## src/rtl/rca_seq_pkg.sv

```systemverilog
// Purpose: shared types and constants for the nibble-serial ripple-carry adder controller.
// Latency: n/a (package only).
// Backpressure: n/a (package only).
//
// Holds the controller state enumeration and the width of the shared adder slice.
package rca_seq_pkg;

  // Width of the shared combinational adder slice, in bits.
  localparam int NIB_W = 4;

  typedef enum logic [1:0] {
    IDLE = 2'd0,
    RUN  = 2'd1,
    DONE = 2'd2
  } rca_state_e;

endpackage

```

## src/rtl/nibble_adder.sv

```systemverilog
// Purpose: 4-bit combinational ripple-carry adder slice.
// Latency: purely combinational, zero cycles.
// Backpressure: none (no handshake).
//
// Ports:
//   A, B   : NIB_W-bit addends
//   c_in   : carry into bit 0
//   S      : NIB_W-bit sum
//   c_out  : carry out of the top bit
module nibble_adder
  import rca_seq_pkg::*;
(
  input  logic [NIB_W-1:0] A,
  input  logic [NIB_W-1:0] B,
  input  logic             c_in,
  output logic [NIB_W-1:0] S,
  output logic             c_out
);

  always_comb begin : ripple
    logic [NIB_W:0] carry;
    carry    = '0;
    S        = '0;
    carry[0] = c_in;
    for (int i = 0; i < NIB_W; i++) begin
      S[i]       = A[i] ^ B[i] ^ carry[i];
      carry[i+1] = (A[i] & B[i]) | (A[i] & carry[i]) | (B[i] & carry[i]);
    end
    c_out = carry[NIB_W];
  end

endmodule

```

## src/rtl/rca_seq_ctrl.sv

```systemverilog
// Purpose: WIDTH-bit add/subtract computed one nibble per clock through a single 4-bit slice.
// Latency: res_valid rises WIDTH/4 clock edges after the accepting edge.
// Backpressure: result is held in DONE until res_ready; start_ready is low outside IDLE.
//
// Ports:
//   clk, rst_n           : clock, asynchronous active-low reset
//   start_valid/ready    : operation request handshake; A, B, c_in, op sampled on acceptance
//   A, B                 : WIDTH-bit operands
//   c_in                 : carry-in (borrow-in when subtracting)
//   op                   : 0 = add, 1 = subtract
//   res_valid/ready      : result handshake
//   S, c_out             : result and final carry (subtract: c_out=1 means no borrow)
//   busy                 : high while an operation is in flight or its result is pending
//
// Build option: define RCA_SEQ_SUB_EN to honour op; otherwise op is ignored and every
// operation is an add (no operand inversion logic is built).
module rca_seq_ctrl
  import rca_seq_pkg::*;
#(
  parameter int WIDTH = 16
) (
  input  logic             clk,
  input  logic             rst_n,
  input  logic             start_valid,
  output logic             start_ready,
  input  logic [WIDTH-1:0] A,
  input  logic [WIDTH-1:0] B,
  input  logic             c_in,
  input  logic             op,
  output logic             res_valid,
  input  logic             res_ready,
  output logic [WIDTH-1:0] S,
  output logic             c_out,
  output logic             busy
);

  localparam int NIBBLES = WIDTH / NIB_W;
  localparam int IDX_W   = (NIBBLES > 1) ? $clog2(NIBBLES) : 1;
  localparam logic [IDX_W-1:0] LAST_IDX = IDX_W'(NIBBLES - 1);

  generate
    if ((WIDTH % NIB_W) != 0 || WIDTH < 8) begin : g_bad_width
      $error("rca_seq_ctrl: WIDTH must be a multiple of 4 and at least 8");
    end
  endgenerate

  rca_state_e       state_q, state_d;
  logic [IDX_W-1:0] idx_q, idx_d;
  logic             carry_q, carry_d;
  logic [WIDTH-1:0] a_q, a_d;
  // Second operand is stored already conditioned (inverted for subtract), so the
  // RUN datapath never needs to know which operation is in flight.
  logic [WIDTH-1:0] b_q, b_d;
  logic [WIDTH-1:0] s_q, s_d;
  logic             cout_q, cout_d;

  // Operand conditioning applied at acceptance time.
  logic [WIDTH-1:0] b_in;
  logic             cin_in;

`ifdef RCA_SEQ_SUB_EN
  // A - B - c_in == A + ~B + ~c_in (mod 2^WIDTH); the carry-out then reads as "no borrow".
  assign b_in   = op ? ~B : B;
  assign cin_in = op ? ~c_in : c_in;
`else
  assign b_in   = B;
  assign cin_in = c_in;
  logic unused_op;
  assign unused_op = op;
`endif

  // Shared slice operates on the nibble selected by idx_q.
  logic [NIB_W-1:0] nib_a, nib_b, nib_s;
  logic             nib_co;

  assign nib_a = a_q[idx_q*NIB_W +: NIB_W];
  assign nib_b = b_q[idx_q*NIB_W +: NIB_W];

  nibble_adder u_nibble_adder (
    .A     (nib_a),
    .B     (nib_b),
    .c_in  (carry_q),
    .S     (nib_s),
    .c_out (nib_co)
  );

  always_ff @(posedge clk or negedge rst_n) begin
    if (!rst_n) begin
      state_q <= IDLE;
      idx_q   <= '0;
      carry_q <= 1'b0;
      a_q     <= '0;
      b_q     <= '0;
      s_q     <= '0;
      cout_q  <= 1'b0;
    end else begin
      state_q <= state_d;
      idx_q   <= idx_d;
      carry_q <= carry_d;
      a_q     <= a_d;
      b_q     <= b_d;
      s_q     <= s_d;
      cout_q  <= cout_d;
    end
  end

  always_comb begin
    state_d     = state_q;
    idx_d       = idx_q;
    carry_d     = carry_q;
    a_d         = a_q;
    b_d         = b_q;
    s_d         = s_q;
    cout_d      = cout_q;
    start_ready = 1'b0;
    res_valid   = 1'b0;
    busy        = 1'b0;

    case (state_q)
      IDLE: begin
        start_ready = 1'b1;
        if (start_valid) begin
          a_d     = A;
          b_d     = b_in;
          carry_d = cin_in;
          idx_d   = '0;
          state_d = RUN;
        end
      end

      RUN: begin
        busy = 1'b1;
        // Only the current nibble of S is overwritten; earlier nibbles keep this
        // operation's results and later ones still show the previous result.
        s_d[idx_q*NIB_W +: NIB_W] = nib_s;
        carry_d = nib_co;
        idx_d   = idx_q + 1'b1;
        if (idx_q == LAST_IDX) begin
          cout_d  = nib_co;
          idx_d   = '0;
          state_d = DONE;
        end
      end

      DONE: begin
        busy      = 1'b1;
        res_valid = 1'b1;
        if (res_ready) begin
          state_d = IDLE;
        end
      end

      default: begin
        state_d = IDLE;
      end
    endcase
  end

  assign S     = s_q;
  assign c_out = cout_q;

endmodule

```

## config.mk

```make
export PLATFORM = sky130hd
export DESIGN_NAME = rca_seq_ctrl
export DESIGN_NICKNAME = d
export VERILOG_FILES = /design/src/rtl/rca_seq_pkg.sv /design/src/rtl/nibble_adder.sv /design/src/rtl/rca_seq_ctrl.sv
export SDC_FILE = /design/constraint.sdc
export NUM_CORES = 1
export LEC_CHECK = 0
export ABC_AREA = 0
export BUFFER_PORTS_ARGS = -buffer_cell sky130_fd_sc_hd__buf_2
export CAP_MARGIN = 20
export CORE_UTILIZATION = 40
export CTS_CLUSTER_SIZE = 14
export DETAILED_ROUTE_END_ITERATION = 10
export GPL_ROUTABILITY_DRIVEN = 1
export PLACE_DENSITY = 0.72
export SYNTH_ARGS = -nofsm -noshare
export SYNTH_HDL_FRONTEND = slang
export SYNTH_SLANG_ARGS = --single-unit
```

## constraint.sdc

```tcl
create_clock -name clk -period 3.2 [get_ports clk]
set_input_delay 0.64 -clock clk [delete_from_list [all_inputs] [get_ports clk]]
set_output_delay 0.64 -clock clk [all_outputs]
set_load 0.005 [all_outputs]
```

Word level (Yosys, flattened, before mapping)
Index checks and enable logic that the tools add are counted.

cells by class
  bitwise logic cells = 28
  reduce and logical (&&, ||, !) cells = 7
  multiplexer cells = 13
  $add $sub $neg = 2
  equal/unequal tests = 6
  shifts and indexed selects = 4

operators by type and width
  cell                                                   number
  negation 4 -> 34 bit                                   1
  variable shift 4 x 34 -> 16 bit, first input constant  1
  indexed part select 4 x 34 -> 16 bit                   1
  indexed part select 16 x 5 -> 4 bit                    2
  bitwise mux 16 bit                                     1
  AND 1 bit                                              12
  two-way mux 2 bit                                      5
  bitwise OR 1 bit                                       8
  XOR 1 bit                                              8
  inequality test 2 bit, second input constant           3
  one-hot mux 2 bit (3 select lines)                     1
  AND reduction 2 bit                                    3
  equality test 2 bit, second input constant             2
  two-way mux 1 bit                                      4
  one-hot mux 2 bit (2 select lines)                     1
  AND reduction 3 bit                                    1
  adder 2 x 1 -> 2 bit, second input constant            1
  equality test 2 x 1 -> 1 bit, second input constant    1
  zero test 2 bit                                        1
  one-hot mux 1 bit (2 select lines)                     1
  nonzero test 2 bit                                     1
  OR reduction 2 bit                                     1

word-level totals
  register bits after elaboration = 54
  input port bits = 38
  logic and storage cells = 67

Logic depth before layout (Yosys ltp)
Gate-level depths: netlist (run 1).

  word-level depth = 14
  gate-level depth with buffers = 10
  mapped depth without buffers = 9

Cells and area by module
From an unflattened synthesis (run 1), not the netlist that was laid out.

second synthesis, totals
  cells, all modules = 180
  area total of the unflattened synthesis = 2558.7 sq um

modules (own cells, without submodules)
  module        instances  cells an instance  area each (sq um)
  rca_seq_ctrl  1          166                2441.1
  nibble_adder  1          14                 117.6

Worst setup path before layout (run 1)
Ideal clock, no wire load.

  kind = register to register
  from = register idx_q[0]
  to = register s_q[11], in the netlist S[11]
  required time = 3079 ps
  library setup time = 121 ps
  stages on the path, launching flop included = 10
  setup slack = 531 ps
  arrival time = 2548 ps
  cells stage by stage = dfrtp_1 -> buf_6 -> mux4_2 -> fa_1 -> inv_1 -> fa_1 -> fa_1 -> inv_1 -> fa_1 -> a22o_1

between the ends
  word-level cells in the longest chain between the ends = 13

ends and longest elaborated chain
  element                                                        RTL line                                RTL
  start, declared                                                rca_seq_ctrl.sv:48                      logic [IDX_W-1:0] idx_q, idx_d;
  start signal, assigned                                         rca_seq_ctrl.sv:98                      idx_q <= idx_d;
  indexed part select 16 x 5 -> 4 bit, on equally long branches  rca_seq_ctrl.sv:76, rca_seq_ctrl.sv:77
  AND 1 bit                                                      nibble_adder.sv:27                      carry[i+1] = (A[i] & B[i]) | (A[i] & carry[i]) | (B[i] & carry[i]);
  bitwise OR 1 bit (2 in a row)                                  nibble_adder.sv:27
  AND 1 bit                                                      nibble_adder.sv:27
  bitwise OR 1 bit (2 in a row)                                  nibble_adder.sv:27
  AND 1 bit                                                      nibble_adder.sv:27
  bitwise OR 1 bit (2 in a row)                                  nibble_adder.sv:27
  XOR 1 bit                                                      nibble_adder.sv:26                      S[i] = A[i] ^ B[i] ^ carry[i];
  indexed part select 4 x 34 -> 16 bit                           rca_seq_ctrl.sv:135                     s_d[idx_q*NIB_W +: NIB_W] = nib_s;
  bitwise mux 16 bit *                                           rca_seq_ctrl.sv:135
  end signal, assigned                                           rca_seq_ctrl.sv:94                      s_q <= '0;
  end signal, assigned                                           rca_seq_ctrl.sv:102                     s_q <= s_d;
  end, declared                                                  rca_seq_ctrl.sv:54                      logic [WIDTH-1:0] s_q, s_d;

Every way passes the cells marked *; elsewhere a longest branch is shown, timed or not.
A chain may end at the register's enable or synchronous reset.

Final worst setup path (run 1)
  from = register idx_q[0]
  to = register s_q[7], in the netlist S[7]

The elaborated chain is that of the path after synthesis.

==> results of run 1 <==
-- power groups by stage --
stage / combinational, W / sequential (W) / clock [W]
detailed placement: 0.00160 / 0.00117 / 0
global placement: 0.00156 / 0.00115 / 0
finish: 0.00158 / 0.00115 / 0.000400
CTS: 0.00160 / 0.00116 / 0.000412
floorplan: 0.00122 / 0.00110 / 0
global route: 0.00173 / 0.00119 / 0.000439
-- routing by layer --
metal | up-vias | global-route usage [%]
met5 | - | 0
met4 | 0 | 3.76
met3 | 8 | 3.05
met2 | 45 | 24.6
met1 | 829 | 20.1
li1 | 793 | -
-- flip-flops by register name, indices dropped and copies added (netlist names) --
register,cells
idx_q,2
c_out,1
b_q,16
carry_q,1
state_q,2
a_q,16
S,16
-- metrics by stage --
stage	total power (W)	hold WS (ns)
2_1_floorplan	0.00232	0.344
3_3_place_gp	0.00271	0.459
3_5_place_dp	0.00277	0.467
4_1_cts	0.00317	0.391
5_1_grt	0.00337	0.427
6_report	0.00313	0.379
-- layout by cell type (no fill, tap or decap), types with 2 or more instances in the layout --
cell type | Yosys | routed
buf_4 | 1 | 6
mux4_1 | 3 | 3
a22o_1 | 8 | 8
inv_1 | 11 | 11
clkbuf_8 | 0 | 6
dfrtp_1 | 54 | 54
nand2b_1 | 4 | 4
mux4_2 | 5 | 5
nand2_1 | 18 | 18
and4_1 | 2 | 2
o21ai_0 | 9 | 9
buf_2 | 1 | 56
fa_1 | 4 | 4
o31ai_1 | 2 | 2
nand4_1 | 2 | 2
a31oi_1 | 2 | 2
nor2_1 | 3 | 3
ha_1 | 9 | 9
mux2_4 | 30 | 30
mux2_2 | 4 | 4
nand3_1 | 2 | 2
-- path summary, 6_finish.rpt --
check | start | to | slack [ns] | cells past startpoint
max | idx_q[0] | S[7] | 0.40 | 8
min | rst_n | b_q[2] | 0.38 | 1
max reg2reg | idx_q[0] | S[7] | 0.40 | 8
min reg2reg | S[13] | S[13] | 0.48 | 2
max in group asynchronous | rst_n | S[14] | 2.17 | 2
min in group clk | S[13] | S[13] | 0.48 | 2
-- cell type report --
type                            count  area, µm²  share of cell area [%]
Timing Repair Buffer               62        325                    10.3
Multi-Input combinational cell    115       1230                    39.3
Sequential cell                    54       1350                    43.0
Tap cell                           77       96.3                    3.06
Inverter                           11       41.3                    1.31
Clock inverter                      2       12.5                   0.398
Clock buffer                        6       82.6                    2.63
-- logic make-up (layout without fill, tap and decap cells) --
logic type / Yosys count / count (layout) / share of synthesized area, %
buffers and inverters: 19 / 81 / 4.22
adder cells (fa/ha/maj): 13 / 13 / 7.14
multiplexers: 42 / 42 / 25.4
AND/OR/NAND/NOR: 37 / 37 / 7.32
AO/OA/AOI/OAI: 23 / 23 / 5.84
flip-flops: 54 / 54 / 50.0
==> flow_summary.toml, run 1 <==
[status]
status = "finished, violations left"
violations = "design-rule violations"

[power_and_ir_drop]
ir_drop_mv = 0.552
p_int_w = 0.00200
pwr_density_cell_mw_per_mm2 = 997
clockPowerShare_pct = 12.8
switchingPower_w = 0.00114
combPwrFrac_pct = 50.4
p_leak_nw = 1.60
swShare_pct = 36.3
p_seq_share_pct = 36.9

[worst_setup_path]
end_kind = "flip-flop"
crit_chain = "buf_4, mux4_1, inv_1, fa_1, fa_1, inv_1, fa_1, a22o_1"
cp.arrival_ns = 3.00
critPathLaunchType = "flip-flop"
cp_max_fo = 9
crit_required_ns = 3.40
cpMaxStageDelayCell = "fa_1"
critPathTopFamily = "adder cells"
max_stage_delay_ns = 0.49
crit_path_frequent_cell = "fa_1"
cp_num_buf_inv = 3
worstSetupPathType = "flip-flop to flip-flop"

[synth]
synth_seq_cells = 54
synth_top_cells_by_area = "dfrtp_1, mux2_4, ha_1, mux4_2, fa_1"
synth_most_common_cell = "dfrtp_1"
synth_common_cells = "dfrtp_1, mux2_4, nand2_1, inv_1"
synth_warnings = 0
ys.flop_type = "dfrtp_1"
synthArstFlopShare_pct = 100
ys_seq_area_share_pct = 50.0
netlist_area_mm2 = 0.00270
yosysTopAreaCell = "dfrtp_1"
synthCells = 188
synth_edf_count = 0
ys_types = 30
syn_avg_cell_area_um2 = 14.4
synth_nets = 239
yosys.area.top_type_share_pct = 50.0

[clock_tree]
h-tree-depth = 2
post_cts_buffers = 0
clock-sinks = 54
clkLatencyLatePin_ns = 0.31
cts_tree = "yes"
cts_buffer_depth = 2
cts_hold_buf = 0
ctsResizeCount = 0
cts_buffers = 5
clkSlewWorstSetupHoldPaths_ns = 0.10
root_buffer = "clkbuf_8"

[route]
wl_met3_um = 222
drc = 4
vias_per_cell = 5.12
wirelength_um = 4930
wl_met1_um = 2280
highest_layer = "met4"
num_vias = 1675
ant_nets = 0
drtIter0Drc = 71
met2_length_um = 2380
dr.pass1.iters = 7
wl_per_cell_um = 15.1

[global_routing]
grt_pass1_wl_um = 8360
grt_pass1_vias = 1749
grt_usage_pct = 14.8
overflow = 0
grt_max_degree = 34
antenna_found_initial = 0

[cells_and_area]
fin_nets = 300
area_growth_pct = 16.5
utilization_pct = 49.0
nFillCells = 570
fin_cells = 327
num_antenna_cells = 0
drive_gt1_share_pct = 44.8
fin_area_mm2 = 0.00314

[die]
floorplan.rows = 29
dieArea_mm2 = 0.00708
dieWidth_um = 84.2
die_h_um = 84.2
core_mm2 = 0.00642
ios = 58
start_util_pct = 42.0

[sta]
setup_viol = 0
fmax_ghz = 0.357
rsz0062_at_grt = "no"
worst_slack_ns = 0.401
post-route-period-util_pct = 87.5
skew_ns = 0.00552
slew-limit-headroom_pct = 50.8
finalHoldViolations = 0
finalSetupTns_ns = 0
worst_slew_pin_slew_ns = 0.737
fin_crit_ns = 2.80
finalMaxSlewViolations = 0

[run]
drv_cap = 0

[min_path]
hold_class = "primary input to asynchronous set/reset pin"

[placement]
gp_congestion = 0.749
place_ws_ns = 0.389
port_buffers = 56
dp_cells = 319
place_area_mm2 = 0.00305
dpl.hpwl_um = 3770
No activity file was read; power rests on OpenSTA's default activity.
==> inputs of run 2 (changes only) <==
--- a/config.mk
+++ b/config.mk
@@ -15,4 +15,5 @@
 export PLACE_DENSITY = 0.72
 export SYNTH_ARGS = -nofsm -noshare
 export SYNTH_HDL_FRONTEND = slang
+export SYNTH_HIERARCHICAL = 1
 export SYNTH_SLANG_ARGS = --single-unit
==> flow_summary.toml, run 2 <==
[worst_setup_path]
worstSetupPathType = "flip-flop to flip-flop"
end_kind = "flip-flop"
cp.arrival_ns = 3.17
max_stage_delay_ns = 0.54
cp_max_fo = 7
critPathLaunchType = "flip-flop"
crit_chain = "buf_4, mux4_2, fa_1, fa_1, inv_1, fa_1, inv_1, nand2_1, o21ai_1"
cpMaxStageDelayCell = "mux4_2"
crit_path_frequent_cell = "fa_1"
crit_required_ns = 3.43

[sta]
fin_crit_ns = 2.94
slew-limit-headroom_pct = 50.2
rsz0062_at_grt = "no"
finalMaxSlewViolations = 0
finalHoldViolations = 0
skew_ns = 0.00309
fmax_ghz = 0.340
post-route-period-util_pct = 91.9
finalSetupTns_ns = 0
worst_slew_pin_slew_ns = 0.745
setup_viol = 0

[synth]
synth_seq_cells = 54
ys.flop_type = "dfrtp_1"
synth_nets = 230
syn_avg_cell_area_um2 = 14.2
yosys.area.top_type_share_pct = 52.8
netlist_area_mm2 = 0.00256
synthCells = 180
ys_types = 26
synth_most_common_cell = "dfrtp_1"
synthArstFlopShare_pct = 100
yosysTopAreaCell = "dfrtp_1"
synth_edf_count = 0
synth_top_cells_by_area = "dfrtp_1, mux2_1, mux4_2, a22o_1, ha_1"
synth_warnings = 6
synth_common_cells = "dfrtp_1, mux2_1, inv_1, a22o_1, nand2_1"
ys_seq_area_share_pct = 52.8

[die]
start_util_pct = 42.2
die_h_um = 82.0
dieArea_mm2 = 0.00672
dieWidth_um = 82.0
floorplan.rows = 28
ios = 58
core_mm2 = 0.00606

[placement]
port_buffers = 56
dpl.hpwl_um = 3610
gp_congestion = 0.748
dp_cells = 308

[route]
ant_nets = 0
wirelength_um = 4750
wl_per_cell_um = 15.0
num_vias = 1584
vias_per_cell = 5.01
wl_met1_um = 2170
wl_met3_um = 232
drtIter0Drc = 64
drc = 0
highest_layer = "met4"
met2_length_um = 2300
dr.pass1.iters = 4

[cells_and_area]
layout_common_cells = "buf_2, dfrtp_1, mux2_1"
fin_cells = 316
fin_nets = 290
final_common_cell = "buf_2"
area_growth_pct = 17.4
num_antenna_cells = 0
drive_gt1_share_pct = 32.4

[clock_tree]
cts_buffer_depth = 2
clock-sinks = 54
cts_buffers = 5
cts_hold_buf = 0
h-tree-depth = 2
root_buffer = "clkbuf_8"
cts_tree = "yes"
post_cts_buffers = 0
clkLatencyLatePin_ns = 0.30
clkSlewWorstSetupHoldPaths_ns = 0.09
ctsResizeCount = 0

[global_routing]
grt_pass1_wl_um = 7960
overflow = 0
antenna_found_initial = 0
grt_pass1_vias = 1624
grt_max_degree = 33
grt_usage_pct = 16.2

[power_and_ir_drop]
pwr_density_cell_mw_per_mm2 = 973
p_leak_nw = 1.47
ir_drop_mv = 0.588

[status]
status = "completed"

[run]
drv_cap = 0

[min_path]
hold_class = "primary input to asynchronous set/reset pin"
## run 2: cell types whose count changed after synthesis, moves of 4 or more
cell	previous run	this run
nand2_1	18	12
inv_1	11	15
mux2_1	0	33
o21ai_0	9	2
o21ai_1	0	4
mux2_4	30	0
a22o_1	8	12
## run 2: worst max-delay path: cells and delay by family (launching register included)
family	cells	cell delay, ns
AOI/OAI and AO/OA	1	0.12
and+or+nand+nor	1	0.07
muxes	1	0.54
buffers and inverters	3	0.47
adders and majority gates	3	1.23
DFF	1	0.44
## run 2: metal layers
metal  global-route usage [%]  vias up
li1                         -      759
met3                     4.11        6
met4                     4.21        0
met5                        0        -
met2                     26.4       44
met1                     21.3      775
## run 2: logic make-up after synthesis
kind of cell,after synthesis,share of synthesized area [%]
DFF,54,52.8
muxes,42,22.0
and+or+nand+nor,26,6.36
AOI/OAI and AO/OA,24,6.99
buffers and inverters,22,4.79
adders and majority gates,12,7.04
## run 2: area by class of cell
| type | instances | area (µm²) |
|---|---|---|
| fill | 557 | 3060 |
| sequential | 54 | 1350 |
| multi-input combinational | 104 | 1080 |
| timing repair buffer | 60 | 310 |
| tap | 75 | 93.8 |
| clock buffer | 7 | 76.3 |
| inverter | 15 | 56.3 |
| clock inverter | 1 | 30.0 |
## run 2: worst paths after layout
check | from | to | slack, ns | depth (start not counted)
hold reg to reg | a_q[13] | a_q[13] | 0.49 | 1
hold / removal | rst_n | S[9] | 0.35 | 1
setup / recovery | idx_q[0] | S[3] | 0.26 | 9
min in group clk | a_q[13] | a_q[13] | 0.49 | 1
setup reg to reg | idx_q[0] | S[3] | 0.26 | 9
max in group asynchronous | rst_n | a_q[14] | 2.06 | 2
## run 2: report_power, final
group          internal, W  leakage [nW]  switching, W
clock             0.000234        0.0524      0.000213
sequential        0.000957         0.674      0.000151
combinational     0.000623         0.744      0.000742
## run 2: per-stage QoR
step           hold slack (ns)  utilization (%)  setup WS (ns)  total power [W]  area, µm²
2_1_floorplan            0.344                -          0.286          0.00209       2560
3_3_place_gp             0.469             47.8          0.297          0.00246       2900
3_5_place_dp             0.477             47.8          0.230          0.00251       2900
4_1_cts                  0.361             49.5          0.212          0.00297       3000
5_1_grt                  0.379             49.5         0.0953          0.00318       3000
6_report                 0.346             49.5          0.259          0.00292       3000
==> inputs of run 3 (changes only) <==
--- a/config.mk
+++ b/config.mk
@@ -6,13 +6,13 @@
 export NUM_CORES = 1
 export LEC_CHECK = 0
 export ABC_AREA = 0
-export BUFFER_PORTS_ARGS = -buffer_cell sky130_fd_sc_hd__buf_2
 export CAP_MARGIN = 20
 export CORE_UTILIZATION = 40
 export CTS_CLUSTER_SIZE = 14
 export DETAILED_ROUTE_END_ITERATION = 10
+export DONT_BUFFER_PORTS = 1
 export GPL_ROUTABILITY_DRIVEN = 1
-export PLACE_DENSITY = 0.72
+export PLACE_DENSITY = 0.64
 export SYNTH_ARGS = -nofsm -noshare
 export SYNTH_HDL_FRONTEND = slang
 export SYNTH_HIERARCHICAL = 1
==> flow_summary.toml, run 3 (synthesized netlist as in run 2, its figures left out) <==
[sta]
post-route-period-util_pct = 91.8
rsz0062_at_grt = "no"
skew_ns = 0.00754
finalMaxSlewViolations = 0
fin_crit_ns = 2.94
worst_slew_pin_slew_ns = 0.769
setup_viol = 0
finalSetupTns_ns = 0
slew-limit-headroom_pct = 48.6
fmax_ghz = 0.341
finalHoldViolations = 0

[route]
vias_per_cell = 5.34
wirelength_um = 4740
wl_per_cell_um = 18.2
drc = 0
ant_nets = 0
met2_length_um = 2410
drtIter0Drc = 81
dr.pass1.iters = 4
highest_layer = "met4"
num_vias = 1388
wl_met3_um = 341
wl_met1_um = 1920

[worst_setup_path]
cpMaxStageDelayCell = "mux4_2"
crit_cells = 11
cp.arrival_ns = 3.17
cp_max_fo = 6
critPathTopFamily = "adder cells"
max_stage_delay_ns = 0.53
regToRegEndpoint = "S[3]"
crit_required_ns = 3.43
crit_chain = "mux4_2, inv_1, fa_1, inv_1, fa_1, fa_1, inv_1, fa_1, inv_1, nand2_1, o21ai_1"
worst_r2r_path_depth = 11
crit_end = "S[3]"
end_kind = "flip-flop"
reg2reg_from = "idx_q[0]"
worstSetupPathType = "flip-flop to flip-flop"
cp_num_buf_inv = 4
crit_path_start = "idx_q[0]"
critPathLaunchType = "flip-flop"
ff2ff_setup_slack_ns = 0.26

[power_and_ir_drop]
ir_drop_mv = 0.545
pwr_density_cell_mw_per_mm2 = 1040
p_leak_nw = 1.23

[cells_and_area]
final_common_cell = "dfrtp_1"
area_growth_pct = 7.19
drive_gt1_share_pct = 12.4
layout_common_cells = "dfrtp_1, mux2_1, inv_1"
fin_nets = 235
num_antenna_cells = 0
fin_cells = 260

[global_routing]
grt_pass1_wl_um = 8120
grt_max_degree = 55
overflow = 0
grt_usage_pct = 16.5
grt_pass1_vias = 1643
antenna_found_initial = 0

[die]
start_util_pct = 42.2
dieArea_mm2 = 0.00672
die_h_um = 82.0
floorplan.rows = 28
ios = 58
dieWidth_um = 82.0
core_mm2 = 0.00606

[placement]
gp_congestion = 0.747
port_buffers = 0
dpl.hpwl_um = 3530
dp_cells = 251

[clock_tree]
cts_tree = "yes"
clkLatencyLatePin_ns = 0.30
clock-sinks = 54
cts_buffers = 5
root_buffer = "clkbuf_8"
cts_buffer_depth = 2
h-tree-depth = 2
clkSlewWorstSetupHoldPaths_ns = 0.09

[run]
drv_cap = 0

[status]
status = "completed"

[min_path]
hold_class = "primary input to asynchronous set/reset pin"
## run 3: cell types whose count changed in the layout (fill, tap and decap cells not counted)
cell,change
buf_2,-56
buf_4,-1
clkbuf_1,-2
clkbuf_8,+1
dfrtp_1,-1
dfrtp_2,+1
dlygate4sd3_1,+2
## run 3: stage by stage
stage | utilization, % | hold WS (ns) | cell area, µm² | worst slack (ns) | total power, W
final | 45.3 | 0.0171 | 2740 | 0.263 | 0.00286
after global routing | 45.3 | 0.00111 | 2740 | 0.0438 | 0.00313
after CTS | 44.9 | 0.00830 | 2720 | 0.104 | 0.00291
after detailed placement | 43.0 | 0.346 | 2610 | 0.144 | 0.00244
after global placement | 43.0 | 0.346 | 2610 | 0.179 | 0.00236
after floorplan | - | 0.344 | 2560 | 0.286 | 0.00209
## run 3: where the power goes
part	internal (W)	switching, W
registers	0.000959	0.000174
clock network	0.000250	0.000210
logic	0.000568	0.000700
## run 3: what timing repair did
item,in CTS,in global routing
resized for setup,0,1
setup endpoints to repair,0,1
buffers inserted,0,0
hold buffers,0,2
hold endpoints to repair,0,18
## run 3: routing by layer
| layer | vias up | global-route usage (%) |
|---|---|---|
| met4 | 0 | 5.79 |
| li1 | 646 | - |
| met5 | - | 0 |
| met2 | 45 | 28.1 |
| met1 | 690 | 19.4 |
| met3 | 7 | 5.44 |
## run 3: area by class of cell
cell class	count	area, µm²
multi-input combinational	104	1080
inverter	15	56.3
timing repair buffer	5	42.5
clock inverter	1	30.0
fill	550	3320
clock buffer	6	82.6
sequential	54	1350
tap	75	93.8
## run 3: worst min path at each step
stage                     start      end  slack [ns]  cells past startpoint
after floorplan           rst_n     S[0]        0.34                      0
after global placement    rst_n    c_out        0.35                      0
after CTS                 rst_n  a_q[10]       0.008                      0
after detailed placement  rst_n    c_out        0.35                      0
final                     rst_n   a_q[0]        0.02                      0
after global routing      rst_n   a_q[0]       0.001                      0
